[config.mk]
export PLATFORM = sky130hd
export DESIGN_NAME = eth_tx_phy
export DESIGN_NICKNAME = d
export VERILOG_FILES = /design/src/rtl/eth_pkg.sv /design/src/rtl/eth_nlp_gen.sv /design/src/rtl/eth_tx_phy.sv
export SDC_FILE = /design/constraint.sdc
export NUM_CORES = 1
export LEC_CHECK = 0
export CORE_MARGIN = 2
export CORE_UTILIZATION = 41
export DETAILED_ROUTE_END_ITERATION = 10
export DONT_BUFFER_PORTS = 1
export PLACE_DENSITY = 0.64
export SETUP_SLACK_MARGIN = 0.15
export SYNTH_ARGS = -nofsm -noshare
export SYNTH_HDL_FRONTEND = slang
export SYNTH_HIERARCHICAL = 1
export SYNTH_SLANG_ARGS = --single-unit
[constraint.sdc]
create_clock -name clk -period 3.5 [get_ports clk]
set_clock_uncertainty 0.15 [all_clocks]
set_input_delay 0.175 -clock clk [delete_from_list [all_inputs] [get_ports clk]]
set_output_delay 0.175 -clock clk [all_outputs]
set_load 0.005 [all_outputs]
[src/rtl/eth_pkg.sv]
// Shared 10BASE-T line coding types and timing constants.
// Used by the transmit PHY now and the receive side later.
package eth_pkg;

  typedef enum logic [2:0] {
    IDLE,
    PRE,
    SFD,
    DATA,
    TPIDL,
    IPG
  } eth_state_t;

  localparam logic [7:0] ETH_PREAMBLE_BYTE = 8'h55;
  localparam logic [7:0] ETH_SFD_BYTE      = 8'hD5;

  localparam int ETH_NLP_PERIOD     = 320000;
  localparam int ETH_NLP_WIDTH      = 2;
  localparam int ETH_TPIDL_CYCLES   = 5;
  localparam int ETH_IPG_CYCLES     = 192;
  localparam int ETH_PREAMBLE_BYTES = 7;

  // Half-bit h of byte b, LSB first: ~bit then bit.
  function automatic logic manch(
    input logic [7:0] b,
    input logic [3:0] h
  );
    return h[0] ? b[h[3:1]] : ~b[h[3:1]];
  endfunction

endpackage

[src/rtl/eth_nlp_gen.sv]
// Normal link pulse generator: counts enabled idle cycles and
// emits a WIDTH-cycle pulse once PERIOD cycles have elapsed.
module eth_nlp_gen
  import eth_pkg::*;
#(
  parameter int PERIOD = ETH_NLP_PERIOD,
  parameter int WIDTH  = ETH_NLP_WIDTH
) (
  input  logic clk,
  input  logic rst_n,
  input  logic en,
  input  logic restart,
  output logic pulse
);

  localparam int PW = $clog2(PERIOD);
  localparam int WW = (WIDTH > 1) ? $clog2(WIDTH) : 1;

  logic [PW-1:0] cnt;
  logic [WW-1:0] wcnt;

  // A pulse in flight always runs to completion, even if en drops.
  always_ff @(posedge clk or negedge rst_n) begin
    if (!rst_n) begin
      cnt   <= '0;
      wcnt  <= '0;
      pulse <= 1'b0;
    end else if (restart) begin
      cnt <= '0;
    end else if (pulse) begin
      if (wcnt == WW'(WIDTH - 1)) begin
        pulse <= 1'b0;
        cnt   <= '0;
      end else begin
        wcnt <= wcnt + 1'b1;
      end
    end else if (en) begin
      if (cnt == PW'(PERIOD - 1)) begin
        pulse <= 1'b1;
        wcnt  <= '0;
      end else begin
        cnt <= cnt + 1'b1;
      end
    end
  end

endmodule

[src/rtl/eth_tx_phy.sv]
// 10BASE-T transmit line coder: preamble/SFD insertion,
// Manchester coding, TP_IDL, inter-packet gap and link pulses.
module eth_tx_phy
  import eth_pkg::*;
#(
  parameter int NLP_PERIOD     = ETH_NLP_PERIOD,
  parameter int NLP_WIDTH      = ETH_NLP_WIDTH,
  parameter int TPIDL_CYCLES   = ETH_TPIDL_CYCLES,
  parameter int IPG_CYCLES     = ETH_IPG_CYCLES,
  parameter int PREAMBLE_BYTES = ETH_PREAMBLE_BYTES
) (
  input  logic       clk,
  input  logic       rst_n,
  input  logic [7:0] s_data,
  input  logic       s_valid,
  input  logic       s_last,
  output logic       s_ready,
  output logic       tx_p,
  output logic       tx_n,
  output logic       tx_active,
  output logic       underrun
);

  localparam int CI = $clog2(IPG_CYCLES);
  localparam int CT = $clog2(TPIDL_CYCLES);
  localparam int CA = (CI > CT) ? CI : CT;
  localparam int CW = (CA > 4) ? CA : 4;
  localparam int PBW = (PREAMBLE_BYTES > 1) ?
                       $clog2(PREAMBLE_BYTES) : 1;

  eth_state_t     state;
  logic [CW-1:0]  cnt;
  logic [PBW-1:0] pcnt;
  logic [7:0]     sh;
  logic           fin;
  logic           lvl;
  logic           nlp;
  logic           byte_end;
  logic           restart;
  logic [3:0]     h_nxt;

  assign h_nxt    = cnt[3:0] + 4'd1;
  assign byte_end = (cnt == CW'(15));
  assign restart  = (state == TPIDL) &&
                    (cnt == CW'(TPIDL_CYCLES - 1));
  assign s_ready  = ((state == SFD) || (state == DATA)) &&
                    byte_end && !fin;

  // Frame start wins over an NLP due in the same cycle.
  eth_nlp_gen #(
    .PERIOD (NLP_PERIOD),
    .WIDTH  (NLP_WIDTH)
  ) u_nlp (
    .clk     (clk),
    .rst_n   (rst_n),
    .en      ((state == IDLE) && !s_valid),
    .restart (restart),
    .pulse   (nlp)
  );

  assign tx_p = (tx_active & lvl) | nlp;
  assign tx_n = tx_active & ~lvl;

  always_ff @(posedge clk or negedge rst_n) begin
    if (!rst_n) begin
      state     <= IDLE;
      cnt       <= '0;
      pcnt      <= '0;
      sh        <= '0;
      fin       <= 1'b0;
      lvl       <= 1'b0;
      tx_active <= 1'b0;
      underrun  <= 1'b0;
    end else begin
      underrun <= 1'b0;
      unique case (state)
        IDLE: begin
          if (s_valid && !nlp) begin
            state     <= PRE;
            cnt       <= '0;
            pcnt      <= '0;
            sh        <= ETH_PREAMBLE_BYTE;
            fin       <= 1'b0;
            lvl       <= manch(ETH_PREAMBLE_BYTE, 4'd0);
            tx_active <= 1'b1;
          end
        end
        PRE: begin
          if (!byte_end) begin
            cnt <= cnt + 1'b1;
            lvl <= manch(sh, h_nxt);
          end else if (pcnt == PBW'(PREAMBLE_BYTES - 1)) begin
            cnt   <= '0;
            state <= SFD;
            sh    <= ETH_SFD_BYTE;
            lvl   <= manch(ETH_SFD_BYTE, 4'd0);
          end else begin
            cnt  <= '0;
            pcnt <= pcnt + 1'b1;
            lvl  <= manch(sh, 4'd0);
          end
        end
        SFD, DATA: begin
          if (!byte_end) begin
            cnt <= cnt + 1'b1;
            lvl <= manch(sh, h_nxt);
          end else if (s_ready && s_valid) begin
            state <= DATA;
            cnt   <= '0;
            sh    <= s_data;
            fin   <= s_last;
            lvl   <= manch(s_data, 4'd0);
          end else begin
            state    <= TPIDL;
            cnt      <= '0;
            lvl      <= 1'b1;
            underrun <= s_ready;
          end
        end
        TPIDL: begin
          if (restart) begin
            state     <= IPG;
            cnt       <= '0;
            lvl       <= 1'b0;
            tx_active <= 1'b0;
          end else begin
            cnt <= cnt + 1'b1;
          end
        end
        IPG: begin
          // The IDLE cycle that follows is the last quiet cycle.
          if (cnt == CW'(IPG_CYCLES - 2)) begin
            state <= IDLE;
            cnt   <= '0;
          end else begin
            cnt <= cnt + 1'b1;
          end
        end
        default: state <= IDLE;
      endcase
    end
  end

endmodule

After elaboration in Yosys (flattened, before gate mapping)
Cells that the tools add are included.
Widths: inputs -> output; s select.
{"block": "word_totals", "reg_bits": 47, "in_bits": 12, "output_inout_bits": 5, "word_cells": 130}
{"block": "op_classes", "addsub": 5, "n_lt_le_gt_ge": 1, "eq_ne": 20, "n_mux": 54, "n_bitwise": 8, "reduce_logical": 31}
{"op": "$mux 19", "n": 5}
{"op": "$mux 8", "n": 9}
{"op": "$pmux 8 s4", "n": 1}
{"op": "$mux 3", "n": 10}
{"op": "$pmux 8 s3", "n": 1}
{"op": "$mux 1", "n": 22}
{"op": "$add 19x1->19 const B", "n": 1}
{"op": "$eq 19x19->1 const B", "n": 1}
{"op": "$pmux 3 s5", "n": 1}
{"op": "$ne 2x2->1 const B", "n": 7}
{"op": "$reduce_and 3->1", "n": 4}
{"op": "$reduce_and 6->1", "n": 2}
{"op": "$reduce_bool 2->1", "n": 5}
{"op": "$eq 3x3->1 const B", "n": 3}
{"op": "$add 8x1->8 const B", "n": 1}
{"op": "$eq 8x3->1 const B", "n": 1}
{"op": "$eq 8x4->1 const B", "n": 1}
{"op": "$eq 8x8->1 const B", "n": 1}
{"op": "$reduce_and 4->1", "n": 2}
{"op": "$reduce_bool 4->1", "n": 2}
{"op": "$eq 3x2->1 const B", "n": 2}
{"op": "$logic_and 1x1->1", "n": 6}
{"op": "$pmux 3 s2", "n": 1}
{"op": "$reduce_bool 3->1", "n": 2}
{"op": "other kinds (20)", "n": 28}

Logic depth before layout (Yosys ltp)
{"block": "logic_depth", "word_depth": 8, "depth_mapped": 10}

By module
Netlist, hierarchy kept.
{"module": "eth_tx_phy", "instances": 1, "cells_per_inst": 169, "area_each_um2": 1609.0, "seq_area_each_um2": 650.6}
{"module": "eth_nlp_gen", "instances": 1, "cells_per_inst": 169, "area_each_um2": 1418.9, "seq_area_each_um2": 525.5}

Worst setup path after synthesis
No wires, ideal clock.
{"block": "synth_timing", "path_kind": "flip-flop to flip-flop", "startpoint": "register, netlist name cnt[0]", "endpoint": "register u_nlp.cnt[18]", "arrival_ns": 2.388, "required_ns": 3.280, "setup_slack_ns": 0.892, "stages_incl_launch_ff": 11, "path_buffers": 1, "period_less_slack_ns": 2.608, "cell_sequence": "dfrtp_1 -> inv_1 -> ha_1 -> and3b_1 -> nand4_1 -> inv_1 -> or3b_2 -> clkbuf_1 -> nor2_1 -> or4b_1 -> nand3_1"}
{"element": "end signal, assigned", "line_no": "eth_nlp_gen.sv:42", "text": "cnt <= cnt + 1'b1;"}
{"element": "end, declared", "line_no": "eth_nlp_gen.sv:19", "text": "logic [PW-1:0] cnt;"}

==> flow_metrics.env <==
export IMPL_cts_tree="done"
export IMPL_power_density_nw_per_um2=649
export IMPL_grt_use_total_pct=17.9
export IMPL_cts_repair_resized=0
export IMPL_design_portCount=17
export IMPL_num_clock_sinks=47
export IMPL_dieHeight_um=89.9
export IMPL_arrival_ns=2.86
export IMPL_cts_made_buffers=5
export IMPL_timing_critical_path_mode_cell="sky130_fd_sc_hd__inv_1"
export IMPL_yosys_register_bits=47
export IMPL_met1_usage_pct=26.3
export IMPL_critPathKind="reg2reg"
export IMPL_remaining_drc_errors=0
export IMPL_grt_overflow_total=0
export IMPL_synthDistinctLibCells=65
export IMPL_avgViaCountPerCell=5.92
export IMPL_maximum_number_of_pins_on_one_net_before_global_route_repair=48
export IMPL_floorplan_die_area_um2=8090
export IMPL_htreeDepth=2
export IMPL_slew_limit_headroom_pct=51.1
export IMPL_post_route_util_pct=46.3
export IMPL_firstDrtPassIters=5
export IMPL_finalWeightedCongestion=0.852
export IMPL_route_vias_total=2642
export IMPL_fmax_mhz=360
export IMPL_final_seq_area_um2=1180
export IMPL_floorplan_die_width_um=89.9
export IMPL_cp_start_kind="flop"
export IMPL_clkSlewWorstSetupHoldPaths_ns=0.09
export IMPL_slew_violations=0
export IMPL_holdBufCountCts=10
export IMPL_power_total_uw=2170
export IMPL_worst_hold_path_type="in2reg"
export IMPL_placementRows=31
export IMPL_grt_util_met2_pct=27.4
export IMPL_grtUsageMet3_pct=3.86
export IMPL_vdd_drop_max_v=0.000178
export IMPL_design_core_area_um2=7210
export IMPL_cp_cell_sequence="inv_1, ha_1, and3b_1, nand4_1, inv_1, or3b_2, nor2_1, or4b_1, nand3_1"
export IMPL_mappedNetlistNets=357
export IMPL_clkLatencyLatePin_ns=0.30
export IMPL_syn_mean_instance_area_um2=8.96
export IMPL_critical_path_max_stage_delay_ns=0.61
export IMPL_synth_warning_count=6
export IMPL_setup_total_negative_slack_ns=0
export IMPL_drtAntennaViolNets=0
export IMPL_grt_pass1_vias=2478
export IMPL_syn_instance_count=338
export IMPL_post_cts_repair_setup_buffers=0
export IMPL_synth_enable_flop_cells=0
export IMPL_drv_cap=0
export IMPL_antenna_diode_count=0
export IMPL_ys_async_sr_fraction_pct=100
export IMPL_run_status="completed"
export IMPL_ctsRootBufferMaster="sky130_fd_sc_hd__clkbuf_8"
export IMPL_multiInputGateArea_um2=1710
export IMPL_fin_nets=365
export IMPL_busiest_layer="met2"
export IMPL_flow_area_growth_from_synthesis_pct=10.2
export IMPL_filler_cell_count=697
export IMPL_critPathTopFamily="simple AND/OR/NAND/NOR gates"
export IMPL_yosys_most_used_dff="sky130_fd_sc_hd__dfrtp_1"
export IMPL_seq_area_frac_synth_pct=38.8
export IMPL_pre_cts_setup_slack_ns=0.754
export IMPL_initial_drc_count=192
export IMPL_synth_cell_area_um2=3030
export IMPL_grt_setup_unrepaired="false"
export IMPL_final_hold_fails=0
export IMPL_hpwlAfterDp_mm=4.92
export IMPL_avgRoutedWirePerCell_um=15.8
export IMPL_setup_worst_path_end_class="flop"
export IMPL_min_period_ns=2.78
export IMPL_grt_pass1_wl_mm=12.1
export IMPL_antenna_violations_before_repair=0
export IMPL_critPathRequiredTime_ns=3.58
export IMPL_clock_path_buffers=2
export IMPL_worstMarginPinSlew_ns=0.731
export IMPL_worstPathBufferInverterCount=2
export IMPL_setup_ws_ns=0.720
export IMPL_layout_drive_gt1_share_pct=8.07
export IMPL_leakage_uw=0.00143
export IMPL_final_period_utilization_pct=79.4
export IMPL_drt_total_wl_mm=7.05
export IMPL_worstPathMaxFanout=9
export IMPL_port_buffers=0
export IMPL_setup_viol=0
export IMPL_initial_utilization_pct=42.0
export IMPL_cp_slowest_cell="sky130_fd_sc_hd__or3b_2"
[placed cells by master, fill, tap and decap left out, types with 7 or more instances in the layout]
cell type and count:
sky130_fd_sc_hd__a31oi_1 13, sky130_fd_sc_hd__inv_1 21, sky130_fd_sc_hd__nand3_1 15, sky130_fd_sc_hd__a21oi_1 18
sky130_fd_sc_hd__o21ai_0 13, sky130_fd_sc_hd__dlygate4sd3_1 9, sky130_fd_sc_hd__ha_1 7, sky130_fd_sc_hd__dfrtp_1 47
sky130_fd_sc_hd__mux2i_1 10, sky130_fd_sc_hd__clkbuf_8 7, sky130_fd_sc_hd__nor2_1 23, sky130_fd_sc_hd__nor3_1 9
sky130_fd_sc_hd__nand2_1 43
[cell type report]
class | count | share of cell area [%]
Clock buffer | 8 | 3.00
Inverter | 21 | 2.36
Multi-Input combinational cell | 257 | 51.3
Sequential cell | 47 | 35.2
Tap cell | 99 | 3.71
Timing Repair Buffer | 14 | 4.42
[power breakdown]
| group | switching (uW) | internal, uW |
|---|---|---|
| logic | 518 | 422 |
| clock network | 183 | 181 |
| registers | 184 | 679 |
| total | 885 | 1280 |
[cells in the mapped netlist (7+ instances only)]
cell type	number	area [um^2]
sky130_fd_sc_hd__dfrtp_1	47	1180
sky130_fd_sc_hd__a21oi_1	18	90.1
sky130_fd_sc_hd__nor2_1	23	86.3
sky130_fd_sc_hd__a31oi_1	13	81.3
sky130_fd_sc_hd__inv_1	21	78.8
sky130_fd_sc_hd__nor3_1	9	45.0
sky130_fd_sc_hd__nand2_1	43	161
sky130_fd_sc_hd__mux2i_1	10	100
sky130_fd_sc_hd__nand3_1	15	75.1
sky130_fd_sc_hd__ha_1	7	87.6
sky130_fd_sc_hd__o21ai_0	13	65.1
sky130_fd_sc_hd__clkbuf_1	8	30.0
[worst register-to-register path, cell delays in order (launching register included)]
cell	delay, ns
sky130_fd_sc_hd__dfrtp_1	0.45
sky130_fd_sc_hd__inv_1	0.13
sky130_fd_sc_hd__ha_1	0.21
sky130_fd_sc_hd__and3b_1	0.18
sky130_fd_sc_hd__nand4_1	0.24
sky130_fd_sc_hd__inv_1	0.09
sky130_fd_sc_hd__or3b_2	0.61
sky130_fd_sc_hd__nor2_1	0.12
sky130_fd_sc_hd__or4b_1	0.43
sky130_fd_sc_hd__nand3_1	0.09
[cell families (layout without fill, tap and decap cells)]
logic type      count (synthesis)  count (layout)  share of synthesized area, %
compound gates                 92              92                          21.4
xor+xnor                        2               2                         0.579
fa+ha+maj                       7               7                          2.89
buf+inv                        34              43                          4.63
flops                          47              47                          38.8
mux                            15              15                          6.03
simple gates                  141             141                          25.6
[stage by stage]
stage | cell area, um^2 | cells | hold WS (ns)
2_1_floorplan | 3030 | 338 | -0.271
3_3_place_gp | 3120 | 428 | -0.269
3_5_place_dp | 3120 | 428 | -0.269
4_1_cts | 3340 | 446 | 0.0290
5_1_grt | 3340 | 446 | 0.0384
6_report | 3340 | 446 | 0.0344
[layer usage]
| layer | share of wire (%) | wire length [um] |
|---|---|---|
| met5 | 0 | 0 |
| met4 | 1.0 | 74 |
| met3 | 4.7 | 334 |
| met2 | 45 | 3140 |
| met1 | 50 | 3500 |
[sequential cells by signal, indices dropped and copies added (netlist names)]
signal       flops
fin              1
pcnt             3
lvl              1
u_nlp/pulse      1
cnt              8
underrun         1
u_nlp/cnt       19
sh               8
state            3
u_nlp/wcnt       1
tx_active        1
[path summary, 6_finish.rpt]
kind / from / endpoint / slack [ns] / cells after the start
worst min register to register: fin / underrun / 0.35 / 1
worst max-delay path: cnt[0] / u_nlp/cnt[18] / 0.72 / 9
worst max register to register: cnt[0] / u_nlp/cnt[18] / 0.72 / 9
max in group asynchronous: rst_n / state[1] / 2.74 / 2
min in group asynchronous: rst_n / u_nlp/cnt[13] / 0.23 / 2
worst min-delay path: s_valid / fin / 0.03 / 4
No activity file was read; power rests on OpenSTA's default activity.
